$ cat src/rtl/led_matrix_driver.sv
// led_matrix_driver
//   Row-scanned driver for the 4x4 beat-indicator LED matrix. Each row gets
//   a slot of SCAN_DIV clocks. The slot opens with BLANK_CYCLES of all
//   columns off (anti-ghosting), then drives that row for the rest of the
//   slot. Beat b sits at row b[3:2], column b[1:0]. Programmed beats glow dim
//   through a 4-bit PWM. The playhead beat is fully lit.
//   Optional feature, macro CURSOR_BLINK_EN: a blinking edit cursor that
//   overrides every other LED state.
//
// Ports
//   clk           system clock
//   rst_n         synchronous reset, active-low
//   beats         pattern, nibble i = beats[4i+3:4i], nonzero = programmed
//   beat_count    current playhead beat
//   cursor_index  beat under edit (used only with CURSOR_BLINK_EN)
//   cursor_valid  cursor display request (used only with CURSOR_BLINK_EN)
//   row_outputs   row drive, active-high, one-hot or zero
//   col_outputs   column sink, active-low (0 = LED on)
//   frame_start   one-cycle pulse when a row 0 slot begins
module led_matrix_driver #(
  parameter int NUM_BEATS    = 16,
  parameter int SCAN_DIV     = 3000,
  parameter int BLANK_CYCLES = 64,
  parameter int DIM_DUTY     = 4,
  parameter int BLINK_FRAMES = 250
) (
  input  logic                   clk,
  input  logic                   rst_n,
  input  logic [NUM_BEATS*4-1:0] beats,
  input  logic [3:0]             beat_count,
  input  logic [3:0]             cursor_index,
  input  logic                   cursor_valid,
  output logic [3:0]             row_outputs,
  output logic [3:0]             col_outputs,
  output logic                   frame_start
);

  localparam int DIV_W = (SCAN_DIV > 1) ? $clog2(SCAN_DIV) : 1;
  localparam logic [DIV_W-1:0] DIV_LAST  = DIV_W'(SCAN_DIV - 1);
  localparam logic [DIV_W-1:0] BLANK_END = DIV_W'(BLANK_CYCLES);

  typedef enum logic {
    SLOT_BLANK = 1'b0,
    SLOT_DRIVE = 1'b1
  } slot_t;

  slot_t                  state, state_next;
  logic [DIV_W-1:0]       div_cnt, div_next;
  logic [1:0]             row_sel, row_next;
  logic [3:0]             pwm_cnt, pwm_next;
  logic [NUM_BEATS*4-1:0] snap_beats;
  logic [3:0]             snap_beat_count;
  logic [3:0]             row_out_next, col_out_next;
  logic                   frame_next;

  logic                   frame_begin;
  logic                   slot_end;
  logic                   dim_on;
  logic [NUM_BEATS*4-1:0] cur_beats;
  logic [3:0]             cur_beat_count;
  logic [3:0]             led_on;

  assign frame_begin = (div_cnt == '0) && (row_sel == 2'd0);
  assign slot_end    = (div_cnt == DIV_LAST);
  assign dim_on      = int'(pwm_cnt) < DIM_DUTY;

  // The snapshot register loads on frame_begin. On that same cycle the
  // render logic looks at the live inputs. That cycle is normally blanked,
  // but the bypass keeps the frame consistent even with BLANK_CYCLES = 0.
  assign cur_beats      = frame_begin ? beats      : snap_beats;
  assign cur_beat_count = frame_begin ? beat_count : snap_beat_count;

`ifdef CURSOR_BLINK_EN
  localparam int BLINK_W = (BLINK_FRAMES > 1) ? $clog2(BLINK_FRAMES) : 1;
  localparam logic [BLINK_W-1:0] BLINK_LAST = BLINK_W'(BLINK_FRAMES - 1);

  logic [BLINK_W-1:0] blink_cnt;
  logic               blink_phase;
  logic [3:0]         snap_cursor_index;
  logic               snap_cursor_valid;
  logic [3:0]         cur_cursor_index;
  logic               cur_cursor_valid;

  assign cur_cursor_index = frame_begin ? cursor_index : snap_cursor_index;
  assign cur_cursor_valid = frame_begin ? cursor_valid : snap_cursor_valid;

  // The counter advances at the end of each completed frame. A phase
  // therefore spans BLINK_FRAMES whole frames, starting with the first
  // frame after reset.
  always_ff @(posedge clk) begin
    if (!rst_n) begin
      blink_cnt         <= '0;
      blink_phase       <= 1'b0;
      snap_cursor_index <= 4'd0;
      snap_cursor_valid <= 1'b0;
    end else begin
      if (frame_begin) begin
        snap_cursor_index <= cursor_index;
        snap_cursor_valid <= cursor_valid;
      end
      if (slot_end && (row_sel == 2'd3)) begin
        if (blink_cnt == BLINK_LAST) begin
          blink_cnt   <= '0;
          blink_phase <= ~blink_phase;
        end else begin
          blink_cnt <= blink_cnt + 1'b1;
        end
      end
    end
  end
`else
  logic unused_cursor;
  assign unused_cursor = ^{cursor_index, cursor_valid};
`endif

  // Per-column LED decision for the row being scanned.
  for (genvar gi = 0; gi < 4; gi++) begin : g_col
    logic [3:0] beat_idx;
    logic       programmed;
    assign beat_idx   = {row_sel, 2'(gi)};
    assign programmed = cur_beats[beat_idx*4 +: 4] != 4'd0;
`ifdef CURSOR_BLINK_EN
    assign led_on[gi] = (cur_cursor_valid && (beat_idx == cur_cursor_index))
                        ? blink_phase
                        : ((beat_idx == cur_beat_count) || (programmed && dim_on));
`else
    assign led_on[gi] = (beat_idx == cur_beat_count) || (programmed && dim_on);
`endif
  end

  always_comb begin
    div_next     = slot_end ? '0 : div_cnt + 1'b1;
    row_next     = slot_end ? row_sel + 2'd1 : row_sel;
    state_next   = (div_next < BLANK_END) ? SLOT_BLANK : SLOT_DRIVE;
    // pwm_cnt stays at 0 through BLANK, so every DRIVE phase starts at 0.
    pwm_next     = ((state == SLOT_BLANK) || (state_next == SLOT_BLANK))
                   ? 4'd0 : pwm_cnt + 4'd1;
    row_out_next = 4'b0000;
    col_out_next = 4'b1111;
    frame_next   = frame_begin;
    if (state == SLOT_DRIVE) begin
      row_out_next = 4'b0001 << row_sel;
      col_out_next = ~led_on;
    end
  end

  always_ff @(posedge clk) begin
    if (!rst_n) begin
      state           <= (BLANK_CYCLES > 0) ? SLOT_BLANK : SLOT_DRIVE;
      div_cnt         <= '0;
      row_sel         <= 2'd0;
      pwm_cnt         <= 4'd0;
      snap_beats      <= '0;
      snap_beat_count <= 4'd0;
      row_outputs     <= 4'b0000;
      col_outputs     <= 4'b1111;
      frame_start     <= 1'b0;
    end else begin
      state       <= state_next;
      div_cnt     <= div_next;
      row_sel     <= row_next;
      pwm_cnt     <= pwm_next;
      row_outputs <= row_out_next;
      col_outputs <= col_out_next;
      frame_start <= frame_next;
      if (frame_begin) begin
        snap_beats      <= beats;
        snap_beat_count <= beat_count;
      end
    end
  end

endmodule

$ cat config.mk
export PLATFORM = sky130hd
export DESIGN_NAME = led_matrix_driver
export DESIGN_NICKNAME = d
export VERILOG_FILES = /design/src/rtl/led_matrix_driver.sv
export SDC_FILE = /design/constraint.sdc
export NUM_CORES = 1
export LEC_CHECK = 0
export CAP_MARGIN = 20
export CORE_ASPECT_RATIO = 1.4
export CORE_UTILIZATION = 55
export DETAILED_ROUTE_END_ITERATION = 8
export PLACE_DENSITY = 0.84
export SLEW_MARGIN = 40
export SYNTH_ARGS = -nofsm -noshare
export SYNTH_HDL_FRONTEND = slang
export SYNTH_SLANG_ARGS = --single-unit
export TNS_END_PERCENT = 5
$ cat constraint.sdc
create_clock -name clk -period 3.3 [get_ports clk]
set_clock_uncertainty 0.2 [all_clocks]
set_input_delay 0.66 -clock clk [delete_from_list [all_inputs] [get_ports clk]]
set_output_delay 0.66 -clock clk [all_outputs]
set_load 0.005 [all_outputs]
# == Yosys cells after proc, flatten, opt, wreduce, memory -nomap -nowiden ==
# Cells that the tools add are included.
# word_totals
register_bits,96
in_bits,75
wordCells,49
# classes
n_addsub,3
magnitude_cmp,2
n_eq_ne,5
n_shift,5
mux,4
bitwise,3
reduce_logical,18
# ops
cell,n
indexed part select 64 x 7 -> 4 bit,4
two-way mux 64 bit,1
equality test 4 bit,4
nonzero test 4 bit,4
adder 12 x 1 -> 12 bit (second input constant),1
equality test 12 bit (second input constant),1
zero test 12 bit,1
< comparator 12 x 7 -> 1 bit (second input constant),1
two-way mux 12 bit,1
logical AND 1 bit,5
logical OR 1 bit,5
adder 4 x 1 -> 4 bit (second input constant),1
< comparator 4 x 3 -> 1 bit (second input constant),1
two-way mux 4 bit,1
inverter 4 bit,1
<< shifter 1 x 2 -> 4 bit (first input constant),1
adder 2 x 1 -> 2 bit (second input constant),1
zero test 2 bit,1
inverter 1 bit,2
AND reduction 2 bit,1
OR reduction 2 bit,1
two-way mux 1 bit,1

# == Depth between registers and ports, before layout ==
# Gate-level depths: netlist of run 1.
# logic_depth
ltp_word,8
mapped_depth,10
depth_no_buf,7

# == Worst setup path before layout of run 1 ==
# OpenSTA, ideal clock, no wires.
# synth_timing
kind,flip-flop to flip-flop
start,reg row_sel[1]
end,reg col_outputs[0]
setup_ns,0.138
t_arrival_ns,1.931
path_slack_ns,1.031
stages_incl_launch_ff,10
period_less_slack_ns,2.269
cell_sequence,dfxtp_1 > clkbuf_1 > inv_1 > ha_1 > nor4bb_1 > and4_1 > buf_2 > or2_2 > a311oi_1 > a22oi_1
# synth_via
elab_chain_len,8
elab_cells_between_ends,10
# synth_lines
element,line_no,source
start: declaration,49,"logic [1:0] row_sel, row_next;"
start signal: assignment,161,row_sel <= row_next;
zero test 2 bit,63,assign frame_begin = (div_cnt == '0) && (row_sel == 2'd0);
logical AND 1 bit,63,
two-way mux 64 bit,-,
indexed part select 64 x 7 -> 4 bit,121,assign programmed = cur_beats[beat_idx*4 +: 4] != 4'd0;
nonzero test 4 bit,121,
logical AND 1 bit,127,assign led_on[gi] = (beat_idx == cur_beat_count) || (programmed && dim_on);
logical OR 1 bit *,127,
inverter 4 bit *,143,col_out_next = ~led_on;
end signal: assignment,164,col_outputs <= col_out_next;
end: declaration,34,"output logic [3:0] col_outputs,"
# Mark *: on every way between the ends. The rest lies on a longest branch, timed or not.
# A chain may end at the register's enable or synchronous reset.

# == Worst setup path in the final report of run 1 ==
# layout_timing
start,reg row_sel[0]
end,reg col_outputs[3]
# The elaborated chain is that of the path after synthesis.

==> summary.md, run 1 <==
| Metric | Value |
|---|---|
| Outcome | `complete, no violations` |
| Vias per cell | `~5.6` |
| Die H | `106 um` |
| Final #Nets | `between 600 and 700` |
| Vias in the first global route | `approximately 3700` |
| Clock buffer depth | `2` |
| Row cnt | `37` |
| Port Buf Inserts | `78` |
| Synth top area share | `45.0%` |
| CP max-delay cell | `or3_4` |
| Cell Chain, Critical Path | `inv_1 -> ha_1 -> nand4bb_1 -> or3_4 -> mux2i_2 -> nor4_1 -> a22oi_1` |
| Worst-Skew Late Latency | `0.36 ns` |
| Initial Util | `57.3%` |
| Avg Cell Area, Syn | `8.46 um2` |
| Hold buffer count at cts | `0` |
| Design Power | `2.37 mW` |
| Routed WL | `9850 um` |
| Min-delay worst type | `register to register` |
| Startpoint types | `register` |
| # H-tree levels | `3` |
| First-pass GRT wire length | `16500 um` |
| Gate Count Post-Synth | `505` |
| Slew Limit Fails | `0` |
| DRT Pass-1 Iters | `4` |
| Antenna violations before repair | `0` |
| Max Freq | `360 MHz` |
| CP Data Arrival Time | `2.82 ns` |
| Critical path fanouts, max | `41` |
| Crit path required time | `roughly 3.3 ns` |
| Post-cts repair resize count | `0` |
| # Post-CTS Setup Buffers | `0` |
| Top FF cell, synth | `dfxtp_1` |
| Post-route DRC | `0` |
| Max Cap Viol | `0` |
| Routed len/inst | `14.7 um` |
| Endpoints failing hold | `0` |
| Net Count, Synth | `584` |
| GPL Wtd Cong | `between 0.8 and 0.9` |
| ANT nets after route | `0` |
| Post-synthesis instance area | `approximately 0.0043 mm2` |
| Fin crit period | `approximately 2.8 ns` |
| FFs w/ async S/R, synth | `0%` |
| Global route overflow | `0` |
| CTS Buf Count | `9` |
| Sequential area share after synthesis | `45.0%` |
| Ports | `84` |
| Core Area | `around 0.0075 mm2` |
| Unrepaired setup endpoints after global routing | `no` |
| Pleak | `1.92 nW` |
| CP peak stage delay | `approximately 0.64 ns` |
| TritonCTS clock tree | `done` |
| Max VDD drop | `about 0.38 mV` |
| Count of different cell masters after synthesis | `47` |
| Tcrit/Tclk final | `84.2%` |
| CP Class | `register to register` |
| CP endpoint kind | `register` |
| Share of cells above drive strength 1 | `5.39%` |
| Min Hold Slack | `0.254 ns` |
| Top-count cell post-synth | `nand2_1` |
| Tightest Pin Transition | `0.687 ns` |
| Largest net degree at the start of global routing | `55` |
| Top post-synthesis cells by count | `nand2_1, dfxtp_1, a21boi_1` |
| Final HPWL DP | `around 7000 um` |
| Setup TNS | `0 ns` |
| DR vias | `3756` |
| Endpoints failing setup | `0` |
| Area leader, netlist | `dfxtp_1` |
| Number of DRC markers in iteration 0 | `243` |
| Slew margin rel. | `between 50% and 60%` |
| CTS Sinks | `between 90 and 100` |
| Synthesis-to-finish area growth | `22.0%` |
| CTS clk-pin slew, worst paths | `0.09 ns` |
| N_diodes | `0` |
| Area of the die | `0.00813 mm2` |
| Syn. warnings | `0` |
| Die width | `76.5 um` |
| #FFs+latches synth | `96` |
| EDFF count, synth | `0` |
| Area contributors post-synth | `dfxtp_1, nand2_1, a21boi_1, nor4_1, a21boi_0` |
| Total global-route track usage | `25.5%` |
| CTS root buffer | `clkbuf_8` |
| PwrDens | `~460 mW/mm2` |
## cell families (layout without fill, tap and decap cells)
kind of cell,after synthesis,count (layout),share of synthesized area [%]
XOR/XNOR,13,13,2.66
adder cells (fa/ha/maj),4,4,1.17
AND/OR/NAND/NOR,247,247,27.2
flip-flops,96,96,45.0
AO/OA/AOI/OAI,98,98,17.4
multiplexers,8,8,1.99
buffers and inverters,39,109,4.62
## per-layer routing
metal / wire length, um / vias to the layer above / global-route usage [%]
met3: 467 / 24 / 5.75
met2: 4970 / 92 / 43.6
met5: 0 / - / 0
li1: - / 1897 / -
met1: 4150 / 1743 / 29.8
met4: 266 / 0 / 12.9
## final cells by class
cell class,instances,area [um2]
Clock buffer,11,131
Clock inverter,4,22.5
Fill cell,610,2240
Inverter,9,33.8
Multi-Input combinational cell,370,2160
Sequential cell,96,1920
Tap cell,97,121
Timing Repair Buffer,85,828
## sequential cells by signal, summed over array words and instances (netlist names)
name,flops
frame_start,1
state,1
row_outputs,4
snap_beats,64
row_sel,2
div_cnt,12
col_outputs,4
pwm_cnt,4
snap_beat_count,4
## worst max-delay path, delay by kind of cell, from the launching register on
| family | cells | cell delay, ns |
|---|---|---|
| simple gates | 3 | 1.26 |
| flops | 1 | 0.38 |
| mux | 1 | 0.27 |
| buf+inv | 1 | 0.20 |
| fa+ha+maj | 1 | 0.20 |
| compound gates | 1 | 0.15 |
## power breakdown
group	leakage [nW]	internal (mW)	total [mW]	switching, mW
clock network	0.0789	0.266	0.643	0.377
registers	0.787	1.24	1.29	0.0455
logic	1.05	0.213	0.444	0.231
total	1.92	1.72	2.37	0.653
## cell usage in the layout (no fill, tap or decap), types with 6 or more instances in the layout
cell type | Yosys | layout
nand2_1 | 140 | 140
dfxtp_1 | 96 | 96
clkdlybuf4s50_1 | 0 | 77
a21boi_1 | 41 | 41
nor4_1 | 32 | 32
a21boi_0 | 26 | 26
nor2_1 | 24 | 24
nor3_1 | 10 | 10
a22oi_1 | 10 | 10
inv_1 | 9 | 9
clkbuf_8 | 0 | 9
xnor2_1 | 8 | 8
buf_4 | 0 | 7
o41ai_1 | 6 | 6
mux2i_1 | 6 | 6
## stage by stage
| stage | utilization (%) | setup WS, ns | instance area, um2 | instances |
|---|---|---|---|---|
| after floorplan | - | 1.03 | 4270 | 505 |
| final | 70.0 | 0.521 | 5220 | 672 |
| after detailed placement | 67.9 | 0.483 | 5060 | 657 |
| after CTS | 70.0 | 0.536 | 5220 | 672 |
| after global placement | 67.9 | 0.560 | 5060 | 657 |
| after global routing | 70.0 | 0.224 | 5220 | 672 |
## final timing paths
check / to / slack [ns] / start / cells past startpoint
setup / recovery: col_outputs[3]$_SDFF_PN1_ / 0.52 / row_sel[0]$_SDFFE_PN0N_ / 7
hold / removal: snap_beats[44]$_SDFF_PN0_ / 0.25 / snap_beats[44]$_SDFF_PN0_ / 2
setup reg to reg: col_outputs[3]$_SDFF_PN1_ / 0.52 / row_sel[0]$_SDFFE_PN0N_ / 7
hold reg to reg: snap_beats[44]$_SDFF_PN0_ / 0.25 / snap_beats[44]$_SDFF_PN0_ / 2
Note: power is estimated with default switching activity, not from simulation.
==> inputs of run 2 (changes only) <==
--- a/config.mk
+++ b/config.mk
@@ -7,9 +7,9 @@
 export LEC_CHECK = 0
 export CAP_MARGIN = 20
 export CORE_ASPECT_RATIO = 1.4
-export CORE_UTILIZATION = 55
+export CORE_UTILIZATION = 47
 export DETAILED_ROUTE_END_ITERATION = 8
-export PLACE_DENSITY = 0.84
+export PLACE_DENSITY = 0.77
 export SLEW_MARGIN = 40
 export SYNTH_ARGS = -nofsm -noshare
 export SYNTH_HDL_FRONTEND = slang
==> constraint.sdc (replaced) <==
create_clock -name clk -period 2.3 [get_ports clk]
set_clock_uncertainty 0.2 [all_clocks]
set_input_delay 0.46 -clock clk [delete_from_list [all_inputs] [get_ports clk]]
set_output_delay 0.46 -clock clk [all_outputs]
set_load 0.005 [all_outputs]
==> run 2 against run 1 <==
Compared with the run above:
- the run now ends with setup timing left
- fmax is 20% higher
- sequential share of layout area is 2.6 points lower
- critical path depth is 2 lower
- die area is 17% higher
- global-route usage is 2.1 points lower
- clock power is 120% higher
- first-iteration DRC count is 26% lower
- largest cell class unchanged
- highest routed layer unchanged
==> summary.md, run 2 (synthesis results as in run 1) <==
| Metric | Value |
|---|---|
| Max Cap Viol | `0 (unchanged)` |
| Fillers | `731 (was 610)` |
| Largest net degree at the start of global routing | `40 (was 55)` |
| PwrDens | `709 mW/mm2 (was 455 mW/mm2)` |
| GPL Wtd Cong | `0.892 (was 0.820)` |
| Routed len/inst | `14.8 um (was 14.7 um)` |
| Critical path fanouts, max | `6 (was 41)` |
| Total global-route track usage | `23.3% (was 25.5%)` |
| CP Data Arrival Time | `2.34 ns (was 2.82 ns)` |
| R2r endpoint | `col_outputs[3]$_SDFF_PN1_ (unchanged)` |
| Setup slack, reg-to-reg | `-0.02 ns (was 0.52 ns)` |
| Crit path required time | `2.32 ns (was 3.34 ns)` |
| Endpoints failing setup | `2 (was 0)` |
| Area of the die | `0.00948 mm2 (was 0.00813 mm2)` |
| Number of DRC markers in iteration 0 | `181 (was 243)` |
| Routed WL | `10500 um (was 9850 um)` |
| Dpl cells | `692 (was 657)` |
| CTS root buffer | `clkbuf_16 (was clkbuf_8)` |
| Origin of the worst setup path | `div_cnt[4]$_SDFF_PP0_ (was row_sel[0]$_SDFFE_PN0N_)` |
| TritonCTS clock tree | `done (unchanged)` |
| N_diodes | `0 (unchanged)` |
| Hold buffer count at cts | `0 (unchanged)` |
| Antenna violations before repair | `0 (unchanged)` |
| Ports | `84 (unchanged)` |
| Reg-to-Reg Start | `div_cnt[4]$_SDFF_PP0_ (was row_sel[0]$_SDFFE_PN0N_)` |
| CP endpoint kind | `register (unchanged)` |
| Failing checks | `setup timing` |
| Tcrit/Tclk final | `101% (was 84.2%)` |
| First-pass GRT wire length | `16700 um (was 16500 um)` |
| ANT nets after route | `0 (unchanged)` |
| Slew margin rel. | `63.5% (was 54.2%)` |
| Final HPWL DP | `7640 um (was 7170 um)` |
| Final #Nets | `680 (was 650)` |
| Die H | `115 um (was 106 um)` |
| Pleak | `2.13 nW (was 1.92 nW)` |
| Tightest Pin Transition | `0.545 ns (was 0.687 ns)` |
| Vias in the first global route | `3847 (was 3710)` |
| Max Freq | `431 MHz (was 360 MHz)` |
| Die width | `82.6 um (was 76.5 um)` |
| Outcome | `finished with violations (was complete, no violations)` |
| CTS Sinks | `96 (unchanged)` |
| # H-tree levels | `3 (unchanged)` |
| CTS Buf Count | `9 (unchanged)` |
| CTS clk-pin slew, worst paths | `0.06 ns (was 0.09 ns)` |
| Clock buffer depth | `2 (unchanged)` |
| Synthesis-to-finish area growth | `31.1% (was 22.0%)` |
| Startpoint types | `register (unchanged)` |
| Endpoints failing hold | `0 (unchanged)` |
| DRT Pass-1 Iters | `4 (unchanged)` |
| Share of cells above drive strength 1 | `10.7% (was 5.39%)` |
| Most frequent cells in the layout | `nand2_1, dfxtp_1, clkdlybuf4s50_1, a21boi_1, buf_4 (was nand2_1, dfxtp_1, clkdlybuf4s50_1, a21boi_1, nor4_1)` |
| Slew Limit Fails | `0 (unchanged)` |
| Vias per cell | `5.44 (was 5.59)` |
| CP Class | `register to register (unchanged)` |
| Core Area | `0.00871 mm2 (was 0.00745 mm2)` |
| DR vias | `3869 (was 3756)` |
| Final worst setup slack | `-0.0197 ns (was 0.521 ns)` |
| Register area | `0.00192 mm2 (unchanged)` |
| Unrepaired setup endpoints after global routing | `yes (was no)` |
| Initial Util | `49.1% (was 57.3%)` |
| Biggest register | `snap_beats (unchanged)` |
| Fin crit period | `2.32 ns (was 2.78 ns)` |
| Top flop regs | `snap_beats x64, div_cnt x12 (unchanged)` |
| Row cnt | `40 (was 37)` |
| Non-Filler Instances | `711 (was 672)` |
| Global route overflow | `0 (unchanged)` |
| Crit path to | `col_outputs[3]$_SDFF_PN1_ (unchanged)` |
| Max VDD drop | `0.453 mV (was 0.381 mV)` |
| Worst Hold Launch | `snap_beats[41]$_SDFF_PN0_ (was snap_beats[44]$_SDFF_PN0_)` |
| Post-route DRC | `0 (unchanged)` |
| Setup TNS | `-0.0308 ns (was 0 ns)` |
| Worst r2r path cells | `5 (was 7)` |
| Multi-input gate area in the final layout | `0.00217 mm2 (was 0.00216 mm2)` |
| Min-delay worst type | `register to register (unchanged)` |
| Worst-Skew Late Latency | `0.34 ns (was 0.36 ns)` |
| Number of flip-flops in the largest register | `64 (unchanged)` |
| Most common cell after layout, fill and taps aside | `nand2_1 (unchanged)` |
| Port Buf Inserts | `78 (unchanged)` |
run 2: cell count changes in the layout (fill, tap and decap cells not counted), moves of 2 or more:
cell        delta
clkbuf_1       -2
buf_4         +28
clkbuf_8       -6
clkinv_2       -2
clkinvlp_4     +2
clkbuf_16      +9
run 2: repair_timing:
action,4_1_cts,5_1_grt
cloned,1,0
pin swaps,1,1
setup buffers,2,0
hold endpoints to repair,0,0
gates resized for setup,0,4
endpoints found under the setup margin,2,39
run 2: per-stage QoR:
stage / worst slack (ns) / total power, mW / hold slack (ns) / area, um2 / util (%)
6_report: -0.0197 / 3.97 / 0.251 / 5600 / 64.4
5_1_grt: -0.0690 / 4.15 / 0.273 / 5600 / 64.4
4_1_cts: -0.0211 / 3.99 / 0.251 / 5590 / 64.2
3_5_place_dp: -0.128 / 2.54 / 0.243 / 5270 / 60.6
3_3_place_gp: -0.129 / 2.52 / 0.237 / 5270 / 60.6
2_1_floorplan: 0.0315 / 2.29 / 0.230 / 4270 / -
run 2: per-layer routing:
| metal | share of wire (%) | GRT usage, % | wire length [um] | up-vias |
|---|---|---|---|---|
| met5 | 0 | 0 | 0 | - |
| met4 | 2.6 | 10.9 | 274 | 0 |
| met3 | 3.5 | 4.37 | 372 | 22 |
| met2 | 51 | 42.0 | 5390 | 71 |
| met1 | 42 | 25.9 | 4460 | 1819 |
| li1 | - | - | - | 1957 |
run 2: final cells by class:
type,count,area share (%)
sequential,96,34.3
inverter,9,0.603
tap,105,2.34
multi-input combinational,371,38.8
clock buffer,12,4.76
clock inverter,4,0.491
timing repair buffer,114,18.7
run 2: worst min-delay path by stage:
stage | to | cells past startpoint
2_1_floorplan | snap_beats[0]$_SDFF_PN0_ | 2
3_3_place_gp | snap_beats[44]$_SDFF_PN0_ | 2
3_5_place_dp | snap_beats[41]$_SDFF_PN0_ | 2
4_1_cts | snap_beats[41]$_SDFF_PN0_ | 2
5_1_grt | snap_beats[48]$_SDFF_PN0_ | 2
6_report | snap_beats[41]$_SDFF_PN0_ | 2
run 2: power breakdown:
part	switching, mW	internal, mW
clock	0.625	0.819
sequential	0.0629	1.78
combinational	0.344	0.338
run 2: critical path, cell delays in order (launching register included):
cell	delay, ns
dfxtp_1	0.31
or4_4	0.55
or3_4	0.47
mux2i_2	0.21
nor4_1	0.32
a22oi_1	0.13
==> inputs of run 3 (changes only) <==
--- a/config.mk
+++ b/config.mk
@@ -7,9 +7,9 @@
 export LEC_CHECK = 0
 export CAP_MARGIN = 20
 export CORE_ASPECT_RATIO = 1.4
-export CORE_UTILIZATION = 47
+export CORE_UTILIZATION = 35
+export CTS_BUF_LIST = sky130_fd_sc_hd__clkbuf_8 sky130_fd_sc_hd__clkbuf_16
 export DETAILED_ROUTE_END_ITERATION = 8
-export PLACE_DENSITY = 0.77
 export SLEW_MARGIN = 40
 export SYNTH_ARGS = -nofsm -noshare
 export SYNTH_HDL_FRONTEND = slang
==> run 3 against run 2 <==
Compared with the run above:
- the run now ends clean
- global-route usage decreased by 5.5 points
- sequential share of layout area decreased by 0.84 points
- cell area grew 2.5%
- critical path type unchanged
- critical path depth up 1
- via count is 1.1% lower
- non-clock buffer count rose by 5
- worst hold slack got worse by 0.0019 ns
==> summary.md, run 3 (synthesis results as in run 1) <==
| Metric | Value |
|---|---|
| Max VDD drop | `0.324 mV (was 0.453 mV)` |
| Dpl cell area | `0.00537 mm2 (was 0.00527 mm2)` |
| Routed len/inst | `14.1 um (was 14.8 um)` |
| Design Power | `4.15 mW (was 3.97 mW)` |
| Final Cell Area | `0.00574 mm2 (was 0.00560 mm2)` |
| Vias in the first global route | `3730 (was 3847)` |
| Worst-Skew Late Latency | `0.34 ns (about the same)` |
| Tightest Pin Transition | `0.538 ns (was 0.545 ns)` |
| Row cnt | `47 (was 40)` |
| Fin crit period | `2.30 ns (was 2.32 ns)` |
| Switch share | `24.9% (was 26.0%)` |
| Routed WL | `10700 um (was 10500 um)` |
| Tcrit/Tclk final | `100% (was 101%)` |
| Antenna violations before repair | `0 (unchanged)` |
| DRT Pass-1 Iters | `4 (unchanged)` |
| Slew Limit Fails | `0 (unchanged)` |
| GPL Wtd Cong | `0.797 (was 0.892)` |
| Initial Util | `36.0% (was 49.1%)` |
| Port Buf Inserts | `78 (unchanged)` |
| First-pass GRT wire length | `17400 um (was 16700 um)` |
| CTS root buffer | `clkbuf_16 (unchanged)` |
| Ports | `84 (unchanged)` |
| Global route overflow | `0 (unchanged)` |
| Share of cells above drive strength 1 | `11.6% (was 10.7%)` |
| CP endpoint kind | `register (unchanged)` |
| Max Cap Viol | `0 (unchanged)` |
| Endpoints failing setup | `0 (was 2)` |
| Most frequent cells in the layout | `nand2_1, dfxtp_1, clkdlybuf4s50_1, a21boi_1, buf_4 (unchanged)` |
| Number of flip-flops in the largest register | `64 (unchanged)` |
| Most common cell after layout, fill and taps aside | `nand2_1 (unchanged)` |
| CTS Sinks | `96 (unchanged)` |
| Crit path required time | `2.32 ns (about the same)` |
| Synthesis-to-finish area growth | `34.4% (was 31.1%)` |
| Outcome | `complete, no violations (was finished with violations)` |
| Max Freq | `435 MHz (was 431 MHz)` |
| # H-tree levels | `3 (unchanged)` |
| Psw | `1.03 mW (about the same)` |
| Top flop regs | `snap_beats x64, div_cnt x12 (unchanged)` |
| N_diodes | `0 (unchanged)` |
| Endpoints failing hold | `0 (unchanged)` |
| CP Class | `register to register (unchanged)` |
| Biggest register | `snap_beats (unchanged)` |
| Pleak | `2.18 nW (was 2.13 nW)` |
| Slew margin rel. | `63.6% (was 63.5%)` |
| Clock buffer depth | `2 (unchanged)` |
| CTS clk-pin slew, worst paths | `0.06 ns (about the same)` |
| Total global-route track usage | `17.9% (was 23.3%)` |
| Min-delay worst type | `register to register (unchanged)` |
| Clock Power Share | `38.5% (was 36.4%)` |
| Area of the die | `0.0127 mm2 (was 0.00948 mm2)` |
| DR vias | `3827 (was 3869)` |
| Register area | `0.00192 mm2 (unchanged)` |
| ANT nets after route | `0 (unchanged)` |
| CP Data Arrival Time | `2.31 ns (was 2.34 ns)` |
| Core Area | `0.0119 mm2 (was 0.00871 mm2)` |
| PwrDens | `722 mW/mm2 (was 709 mW/mm2)` |
| Hold buffer count at cts | `0 (unchanged)` |
| Sequential Power Share | `44.5% (was 46.5%)` |
| Int Power | `3.12 mW (was 2.94 mW)` |
| Final HPWL DP | `8090 um (was 7640 um)` |
| Die H | `133 um (was 115 um)` |
| Vias per cell | `5.06 (was 5.44)` |
| TritonCTS clock tree | `done (unchanged)` |
| Combinational power share | `17.0% (was 17.2%)` |
| Multi-input gate area in the final layout | `0.00217 mm2 (about the same)` |
| Die width | `95.4 um (was 82.6 um)` |
| Post-route DRC | `0 (unchanged)` |
| Fillers | `1155 (was 731)` |
| Unrepaired setup endpoints after global routing | `yes (unchanged)` |
| Critical path fanouts, max | `8 (was 6)` |
| Final #Nets | `684 (was 680)` |
| Number of DRC markers in iteration 0 | `130 (was 181)` |
| Largest net degree at the start of global routing | `55 (was 40)` |
| Startpoint types | `register (unchanged)` |
| CTS Buf Count | `9 (unchanged)` |
-- run 3: cell types whose count changed in the layout (fill, tap and decap cells not counted), sizes merged --
cell	change
clkbuf	-2
clkinv	+2
buf	+5
bufinv	+2
or3	-1
clkinvlp	-2
-- run 3: critical path, stage by stage, from the launching register on --
cell      delay, ns
dfxtp_1        0.31
or4_4          0.54
or3_4          0.46
buf_12         0.16
mux2i_1        0.13
a311oi_1       0.28
a32oi_1        0.08
-- run 3: per-stage QoR --
step                      setup TNS (ns)  instances  worst slack [ns]  hold slack (ns)  util [%]
final                                  0        757          0.000819            0.249      48.4
after global routing              -0.162        757           -0.0751            0.269      48.4
after CTS                              0        753           0.00543            0.251      48.0
after detailed placement          -0.684        736            -0.215            0.241      45.2
after global placement            -0.687        736            -0.228            0.238      45.2
after floorplan                        0        505            0.0315            0.230         -
-- run 3: power groups by stage --
stage               logic, mW  clock network [mW]  registers (mW)
floorplan               0.422                   0            1.86
global placement        0.679                   0            1.88
CTS                     0.699                1.64            1.84
detailed placement      0.690                   0            1.88
global route            0.782                1.70            1.86
finish                  0.705                1.60            1.84
-- run 3: worst paths after layout --
kind                                   from                         to  slack [ns]  depth (start not counted)
setup / recovery      div_cnt[5]$_SDFF_PP0_  col_outputs[2]$_SDFF_PN1_      0.0008                          6
hold / removal    snap_beats[61]$_SDFF_PN0_  snap_beats[61]$_SDFF_PN0_        0.25                          2
setup reg to reg      div_cnt[5]$_SDFF_PP0_  col_outputs[2]$_SDFF_PN1_      0.0008                          6
hold reg to reg   snap_beats[61]$_SDFF_PN0_  snap_beats[61]$_SDFF_PN0_        0.25                          2
-- run 3: final cells by class --
type	count	area share (%)
Multi-Input combinational cell	370	37.9
Sequential cell	96	33.5
Timing Repair Buffer	119	19.3
Clock buffer	10	4.16
Tap cell	147	3.20
Clock inverter	6	1.44
Inverter	9	0.588
-- run 3: timing repair --
item	CTS	global route
gates cloned	0	0
buffers inserted	1	4
setup endpoints to repair	3	9
gates resized for setup	1	3
pin swaps	3	5
-- run 3: metal layers --
| metal | up-vias | share of wire, % | track usage [%] |
|---|---|---|---|
| li1 | 1955 | - | - |
| met1 | 1783 | 42 | 20.7 |
| met2 | 74 | 52 | 32.1 |
| met3 | 15 | 4.5 | 3.28 |
| met4 | 0 | 1.7 | 6.22 |
| met5 | - | 0 | 0 |
